File: src/rtl/stream_guard.sv
// stream_guard: consumer stage for the elastic register chain.
// Buffers the incoming valid/ready stream in a DEPTH-entry first-word
// fall-through FIFO and re-presents it on a master valid/ready port.
// A watchdog raises a sticky alarm when upstream withholds valid for
// TIMEOUT consecutive cycles while traffic is expected. It also counts
// delivered words.
// Optional feature: define STREAM_GUARD_CSUM_EN to build a running XOR
// checksum of accepted words on csum_o; otherwise csum_o is tied to 0.
module stream_guard #(
    parameter int DW      = 16,
    parameter int DEPTH   = 4,
    parameter int TIMEOUT = 64
) (
    input  logic          clk,
    input  logic          rst,
    input  logic [DW-1:0] s_data_i,
    input  logic          s_valid_i,
    output logic          s_ready_o,
    output logic [DW-1:0] m_data_o,
    output logic          m_valid_o,
    input  logic          m_ready_i,
    input  logic          expect_i,
    input  logic          clr_i,
    output logic          alarm_o,
    output logic [15:0]   xfer_cnt_o,
    output logic [DW-1:0] csum_o
);

    localparam int AW = $clog2(DEPTH);
    localparam int CW = AW + 1;
    localparam int WW = $clog2(TIMEOUT + 1);

    typedef enum logic [1:0] {
        ST_IDLE  = 2'd0,
        ST_WAIT  = 2'd1,
        ST_ALARM = 2'd2
    } wd_state_t;

    logic [DW-1:0] mem [DEPTH];
    logic [AW-1:0] wr_ptr;
    logic [AW-1:0] rd_ptr;
    logic [CW-1:0] count;
    logic          full;
    logic          empty;
    logic          s_fire;
    logic          m_fire;
    logic          starve;
    wd_state_t     state;
    logic [WW-1:0] wd_cnt;

    assign full      = (count == CW'(DEPTH));
    assign empty     = (count == '0);
    // A full FIFO refuses pushes even when a pop frees a slot this cycle,
    // which keeps ready independent of the downstream ready.
    assign s_ready_o = !full;
    assign m_valid_o = !empty;
    assign m_data_o  = mem[rd_ptr];
    assign s_fire    = s_valid_i && s_ready_o;
    assign m_fire    = m_valid_o && m_ready_i;
    assign starve    = expect_i && !s_valid_i;
    assign alarm_o   = (state == ST_ALARM);

    // Storage array; cleared on reset so m_data_o reads 0 while empty after reset.
    always_ff @(posedge clk or posedge rst) begin
        if (rst) begin
            for (int i = 0; i < DEPTH; i++) mem[i] <= '0;
        end else if (s_fire) begin
            mem[wr_ptr] <= s_data_i;
        end
    end

    // Pointers wrap naturally because DEPTH is a power of two.
    always_ff @(posedge clk or posedge rst) begin
        if (rst) begin
            wr_ptr <= '0;
            rd_ptr <= '0;
        end else begin
            if (s_fire) wr_ptr <= wr_ptr + AW'(1);
            if (m_fire) rd_ptr <= rd_ptr + AW'(1);
        end
    end

    // Occupancy: a simultaneous push and pop leaves it unchanged.
    always_ff @(posedge clk or posedge rst) begin
        if (rst) begin
            count <= '0;
        end else begin
            case ({s_fire, m_fire})
                2'b10:   count <= count + CW'(1);
                2'b01:   count <= count - CW'(1);
                default: count <= count;
            endcase
        end
    end

    // Starvation watchdog; clr_i overrides every transition.
    always_ff @(posedge clk or posedge rst) begin
        if (rst) begin
            state  <= ST_IDLE;
            wd_cnt <= '0;
        end else if (clr_i) begin
            state  <= ST_IDLE;
            wd_cnt <= '0;
        end else begin
            case (state)
                ST_IDLE: begin
                    if (starve) begin
                        state  <= ST_WAIT;
                        wd_cnt <= WW'(1);
                    end
                end
                ST_WAIT: begin
                    if (!starve) begin
                        state  <= ST_IDLE;
                        wd_cnt <= '0;
                    end else if (wd_cnt == WW'(TIMEOUT - 1)) begin
                        state <= ST_ALARM;
                    end else begin
                        wd_cnt <= wd_cnt + WW'(1);
                    end
                end
                ST_ALARM: begin
                    state <= ST_ALARM;
                end
                default: begin
                    state  <= ST_IDLE;
                    wd_cnt <= '0;
                end
            endcase
        end
    end

    // Delivered-word counter, wraps at 16 bits; clear wins over increment.
    always_ff @(posedge clk or posedge rst) begin
        if (rst) begin
            xfer_cnt_o <= '0;
        end else if (clr_i) begin
            xfer_cnt_o <= '0;
        end else if (m_fire) begin
            xfer_cnt_o <= xfer_cnt_o + 16'd1;
        end
    end

`ifdef STREAM_GUARD_CSUM_EN
    // Running XOR of every accepted word; clear wins over the fold.
    always_ff @(posedge clk or posedge rst) begin
        if (rst) begin
            csum_o <= '0;
        end else if (clr_i) begin
            csum_o <= '0;
        end else if (s_fire) begin
            csum_o <= csum_o ^ s_data_i;
        end
    end
`else
    assign csum_o = '0;
`endif

endmodule

File: config.mk
export PLATFORM = sky130hd
export DESIGN_NAME = stream_guard
export DESIGN_NICKNAME = d
export VERILOG_FILES = /design/src/rtl/stream_guard.sv
export SDC_FILE = /design/constraint.sdc
export NUM_CORES = 1
export LEC_CHECK = 0
export BUFFER_PORTS_ARGS = -buffer_cell sky130_fd_sc_hd__buf_2
export CAP_MARGIN = 20
export CORE_MARGIN = 2
export CORE_UTILIZATION = 45
export CTS_CLUSTER_DIAMETER = 80
export DETAILED_ROUTE_END_ITERATION = 7
export PLACE_DENSITY = 0.78
export SKIP_CTS_REPAIR_TIMING = 1
export SLEW_MARGIN = 20
export SYNTH_ARGS = -nofsm -noshare
export SYNTH_HDL_FRONTEND = slang
export SYNTH_SLANG_ARGS = --single-unit
File: constraint.sdc
create_clock -name clk -period 2.6 [get_ports clk]
set_input_delay 0 -clock clk [delete_from_list [all_inputs] [get_ports clk]]
set_output_delay 0 -clock clk [all_outputs]
set_load 0.01 [all_outputs]
==> results of run 1 <==
[layout by cell type, fill, tap and decap left out, types with 2 or more instances in the layout]
cell type,count
a21boi_0,2
inv_1,9
nand3_1,9
ha_1,7
xor2_1,7
conb_1,16
mux4_2,16
xnor2_1,8
o31ai_1,5
inv_6,2
a31oi_1,3
dlygate4sd3_1,17
and3_1,4
nand4_1,3
mux2_2,64
buf_2,56
nand2_2,4
a21oi_1,13
nand2_1,11
clkbuf_8,9
or3_1,5
nor2_1,12
nand2b_1,2
nor2b_1,2
nor3b_1,2
dfrtp_1,96
a41oi_1,2
or4_1,4
nor3_1,2
o21ai_0,9
[logic make-up (layout without fill, tap and decap cells)]
logic type | Yosys count | count (layout) | share of synthesized area, %
DFF | 96 | 96 | 53.1
xor gates and xnor gates | 15 | 15 | 2.90
adders and majority gates | 8 | 8 | 2.38
muxes | 81 | 81 | 24.1
AOI/OAI and AO/OA | 37 | 37 | 5.11
buffers and inverters | 40 | 101 | 4.97
and+or+nand+nor | 63 | 63 | 7.41
other | 1 | 16 | 0.0828
[cell type report]
class	count	area (um^2)
multi-input combinational	220	1960
sequential	96	2400
clock inverter	6	75.1
fill	841	4530
timing repair buffer	75	478
tap	133	166
inverter	10	38.8
clock buffer	10	128
[metrics by stage]
stage / hold slack, ps / std cells
6_report: -0.00777 / 550
5_1_grt: 8.24 / 550
2_1_floorplan: 150 / 356
3_3_place_gp: 159 / 517
3_5_place_dp: 173 / 517
4_1_cts: -229 / 533
[worst reg2reg max path: stages (launching register included)]
cell	delay [ps]
dfrtp_1	420
o31ai_2	480
inv_1	210
ha_1	260
inv_1	80
fa_1	180
xor2_1	140
nor2_1	60
xor2_1	140
[registers in the layout (all words and copies together), names as in the netlist]
| signal | flops |
|---|---|
| state | 2 |
| wr_ptr | 2 |
| mem | 64 |
| xfer_cnt_o | 16 |
| wd_cnt | 7 |
| rd_ptr | 2 |
| count | 3 |
[routing by layer]
layer	vias up	routed length, um	track usage, %
li1	1335	-	-
met1	1463	3690	20.1
met2	90	4510	29.2
met3	16	363	3.63
met4	0	104	4.54
met5	-	0	0
[path summary, 6_finish.rpt]
kind | depth (start not counted) | to
setup / recovery | 8 | count[2]$_DFFE_PP0P_
hold / removal | 3 | rd_ptr[0]$_DFFE_PP0P_
setup reg to reg | 8 | count[2]$_DFFE_PP0P_
hold reg to reg | 1 | mem[28]$_DFFE_PP0P_
max in group asynchronous | 4 | mem[8]$_DFFE_PP0P_
min in group asynchronous | 3 | xfer_cnt_o[6]$_DFFE_PP0P_
[where the power goes]
part	internal (W)	switching, W
Combinational	0.00123	0.000857
Sequential	0.00207	0.000389
Clock	0.000460	0.000537
==> flow_summary.yaml, run 1 <==
clock_tree:
  clock_sinks: 96
  clk_latency_ps: 360
  cts-root-buf: "clkbuf_8"
  cts_tree: "built"
  cts_buffer_depth: 2
  cts.reportedPaths.clkPinSlew_ps: 90
  htree_num_levels: 3
  numCtsBuffers: 9
timing:
  rsz0062_at_grt: "no"
  hold_viol: 1
  hold_slack_ps: -0.00777
  fin_setup_tns_ps: 0
  relSlewSlack_pct: 42.6
  period_needed_ps: 2080
  period_share_pct: 80.2
  slew_violations: 0
  worstMarginPinSlew_ps: 861
  fmax_ghz: 0.480
  setup_viol: 0
  finClkSkew_ps: 7.89
  fin_ws_ps: 515
synthesis:
  syn_inst: 341
  synth.cell_area_um2: 4530
  synth_top_cell_area_share_pct: 53.1
  synth_edf_count: 0
  synth_most_common_cell: "dfrtp_1"
  yosysWarnings: 0
  avgSynthCellArea_um2: 13.3
  ys_async_sr_fraction_pct: 100
  dominantRegCellSynth: "dfrtp_1"
  synth_commonest_cells: "96 x dfrtp_1, 64 x mux2_2, 16 x buf_4, 16 x mux4_2, 13 x a21oi_1"
  yosysSeqAreaShare_pct: 53.1
  ys_types: 38
  yosysTopAreaCell: "dfrtp_1"
  synth_area_leaders: "dfrtp_1 53%, mux2_2 16%, mux4_2 8.0%, buf_4 2.7%, ha_1 1.9%"
  synth-seq-cells: 96
floorplan:
  num_rows: 36
  initial_utilization_pct: 46.3
  die_area_um2: 10900
  die_x_um: 104
  ios: 73
  die_y_um: 104
  coreArea_um2: 9770
route:
  drc_errors: 0
  wire_per_inst_um: 15.8
  dr.first_iter.drc_count: 111
  vias: 2904
  ant_nets: 0
  detail_route.first_pass.iterations: 4
  routed_via_density: 5.28
  wl_um: 8670
cells_and_area:
  postLayoutCellArea_um2: 5250
  diodes: 0
  layout.nets: 442
  syn_to_final_growth_pct: 15.8
  final_util_pct: 53.7
  drive_gt1_share_pct: 38.4
worst_setup_path:
  cp-start-kind: "flop"
  cp-end-kind: "flop"
  crit_buf_inv: 2
  path_delay_family: "compound AO/OA/AOI/OAI gates"
  cp.required_ps: 2840
  rrSetupSlack_ps: 520
  r2r-start: "count[1]$_DFFE_PP0P_"
  cp_cell_sequence: "o31ai_2, inv_1, ha_1, inv_1, fa_1, xor2_1, nor2_1, xor2_1"
  path_class: "reg -> reg"
  critPathMaxFanout: 6
  cp_slowest_stage_delay_ps: 480
  startpoint: "count[1]$_DFFE_PP0P_"
  critical_path_arrival_ps: 2330
  critical-path-slowest-cell: "o31ai_2"
pwr:
  p_total_w: 0.00555
  p_leak_nw: 2.34
  power_density_nw_per_um2: 1060
  ir_worst_vdd_v: 0.000436
worst_hold_path:
  min_from: "m_ready_i"
  hp-class: "in -> reg"
placement:
  dp_hpwl_um: 5810
  port_buffers: 56
  dpl-instance-area_um2: 4870
  place_ws_ps: 544
  gp_congestion: 0.784
global_route:
  antenna_found_initial: 0
  grt-ovfl-total: 0
  grt_max_degree: 53
  grtUsageTotal_pct: 16.4
  grt_pass1_vias: 2983
  grt_pass1_wl_um: 14400
outcome:
  violations: "negative hold slack"
  outcome: "finished, violations left"
run:
  maxCapViolations: 0
(Power assumes the default switching activity.)
==> inputs of run 2 (changes only) <==
--- a/config.mk
+++ b/config.mk
@@ -11,7 +11,7 @@
 export CORE_UTILIZATION = 45
 export CTS_CLUSTER_DIAMETER = 80
 export DETAILED_ROUTE_END_ITERATION = 7
-export PLACE_DENSITY = 0.78
+export PLACE_DENSITY = 0.76
 export SKIP_CTS_REPAIR_TIMING = 1
 export SLEW_MARGIN = 20
 export SYNTH_ARGS = -nofsm -noshare
==> constraint.sdc (replaced) <==
create_clock -name clk -period 2.16 [get_ports clk]
set_input_delay 0 -clock clk [delete_from_list [all_inputs] [get_ports clk]]
set_output_delay 0 -clock clk [all_outputs]
set_load 0.01 [all_outputs]
==> flow_summary.yaml, run 2 (synthesis results as in run 1) <==
floorplan:
  ios: 73
  coreArea_um2: 9770
  die_x_um: 104
  die_y_um: 104
  die_area_um2: 10900
  initial_utilization_pct: 46.3
  num_rows: 36
route:
  wl_um: 8750
  detail_route.first_pass.iterations: 4
  ant_nets: 0
  wire_per_inst_um: 15.7
  drc_errors: 0
  vias: 2894
  routed_via_density: 5.20
  dr.first_iter.drc_count: 127
worst_setup_path:
  critical_path_arrival_ps: 2350
  startpoint: "count[0]$_DFFE_PP0P_"
  rrSetupSlack_ps: 110
  cp.required_ps: 2460
  reg2reg_to: "count[2]$_DFFE_PP0P_"
  cp-start-kind: "flop"
  endpoint: "count[2]$_DFFE_PP0P_"
  r2r_cells: 9
  critPathMaxFanout: 8
  path_class: "reg -> reg"
  cp-end-kind: "flop"
  r2r-start: "count[0]$_DFFE_PP0P_"
clock_tree:
  cts.reportedPaths.clkPinSlew_ps: 100
  cts_buffer_depth: 2
  clk_latency_ps: 380
  cts-root-buf: "clkbuf_8"
  clock_sinks: 96
  numCtsBuffers: 9
  htree_num_levels: 3
  cts_tree: "built"
worst_hold_path:
  hp-class: "in -> reg"
  whs_path_depth: 2
pwr:
  p_int_w: 0.00447
  power_frac_seq_pct: 43.2
  power_density_nw_per_um2: 1260
  comb_power_share_pct: 39.8
  p_leak_nw: 2.37
  power_switching_w: 0.00222
  power_frac_clock_pct: 16.9
  power.share.switching_pct: 33.2
  ir_worst_vdd_v: 0.000486
cells_and_area:
  drive_gt1_share_pct: 39.2
  top_regs: "mem: 64 flops, xfer_cnt_o: 16 flops, wd_cnt: 7 flops"
  diodes: 0
  fin_cells: 557
  nFillCells: 847
  syn_to_final_growth_pct: 17.1
  final_common_cell: "dfrtp_1"
  final_cell_mix: "96 x dfrtp_1, 64 x mux2_2, 56 x buf_2"
  regMostFlops: "mem"
  largest_reg_flops: 64
  layout.nets: 449
global_route:
  grt_pass1_vias: 2911
  grt_use_met1_pct: 21.9
  antenna_found_initial: 0
  grt_pass1_wl_um: 14300
  grt_max_degree: 33
  grt-ovfl-total: 0
  grt-busiest-layer: "met2"
  grtUsageTotal_pct: 16.7
  use_met3_pct: 4.26
  grt_util_met2_pct: 26.8
placement:
  gp_congestion: 0.825
  dp_hpwl_um: 5820
  port_buffers: 56
  placedCellCount: 522
timing:
  finClkSkew_ps: 10.7
  fmax_ghz: 0.488
  fin_setup_tns_ps: 0
  relSlewSlack_pct: 54.9
  worstMarginPinSlew_ps: 675
  slew_violations: 0
  setup_viol: 0
  rsz0062_at_grt: "no"
  period_share_pct: 94.9
  period_needed_ps: 2050
  hold_viol: 0
outcome:
  outcome: "complete, no violations"
run:
  maxCapViolations: 0
==> run 2: cell types whose count changed in the layout (fill, tap and decap cells not counted), sizes merged <==
cell,before,now
inv,12,13
bufinv,1,0
clkinvlp,1,2
dlygate4sd3,17,19
buf,58,63
clkbuf,10,9
==> run 2: how the worst min path moves through the flow <==
stage,start,end,slack (ps)
after CTS,rst,xfer_cnt_o[0]$_DFFE_PP0P_,-280
after floorplan,s_data_i[1],mem[1]$_DFFE_PP0P_,150
after global routing,clr_i,xfer_cnt_o[3]$_DFFE_PP0P_,20
after detailed placement,rst,xfer_cnt_o[6]$_DFFE_PP0P_,140
after global placement,rst,xfer_cnt_o[6]$_DFFE_PP0P_,130
final,clr_i,xfer_cnt_o[7]$_DFFE_PP0P_,10
==> run 2: worst max-delay path: stages, from the launching register on <==
cell      delay (ps)
dfrtp_1          450
nor2_1           200
a21boi_2         170
inv_1             90
ha_1             190
inv_1             60
fa_1             370
xor2_1           150
nor2_1           130
xor2_1           160
==> run 2: through the flow <==
step | total power [W] | instance area, um^2 | utilization, % | setup WS (ps) | hold WS [ps]
final | 0.00669 | 5300 | 54.2 | 111 | 12.7
after floorplan | 0.00480 | 4590 | - | 305 | 150
after global routing | 0.00714 | 5300 | 54.2 | 1.18 | 19.3
after detailed placement | 0.00560 | 4920 | 50.4 | 141 | 145
after global placement | 0.00546 | 4920 | 50.4 | 259 | 134
after CTS | 0.00674 | 5110 | 52.3 | 105 | -283
==> run 2: final cells by class <==
type,count,area [um^2],share of cell area [%]
Tap cell,133,166,3.14
Clock buffer,9,124,2.34
Timing Repair Buffer,82,548,10.3
Sequential cell,96,2400,45.3
Multi-Input combinational cell,220,1960,36.9
Clock inverter,7,62.6,1.18
Inverter,10,41.3,0.779
==> run 2: per-layer routing <==
layer  wire length, um  vias up
li1                  -     1350
met1              3990     1474
met2              4290       61
met3               350        9
met4               119        0
met5                 0        -
==> run 2: power by group through the flow <==
stage | Sequential (W) | Combinational, W | Clock, W
after floorplan | 0.00277 | 0.00203 | 0
after global placement | 0.00286 | 0.00259 | 0
after detailed placement | 0.00293 | 0.00267 | 0
after CTS | 0.00289 | 0.00268 | 0.00117
after global routing | 0.00298 | 0.00290 | 0.00125
final | 0.00289 | 0.00266 | 0.00113
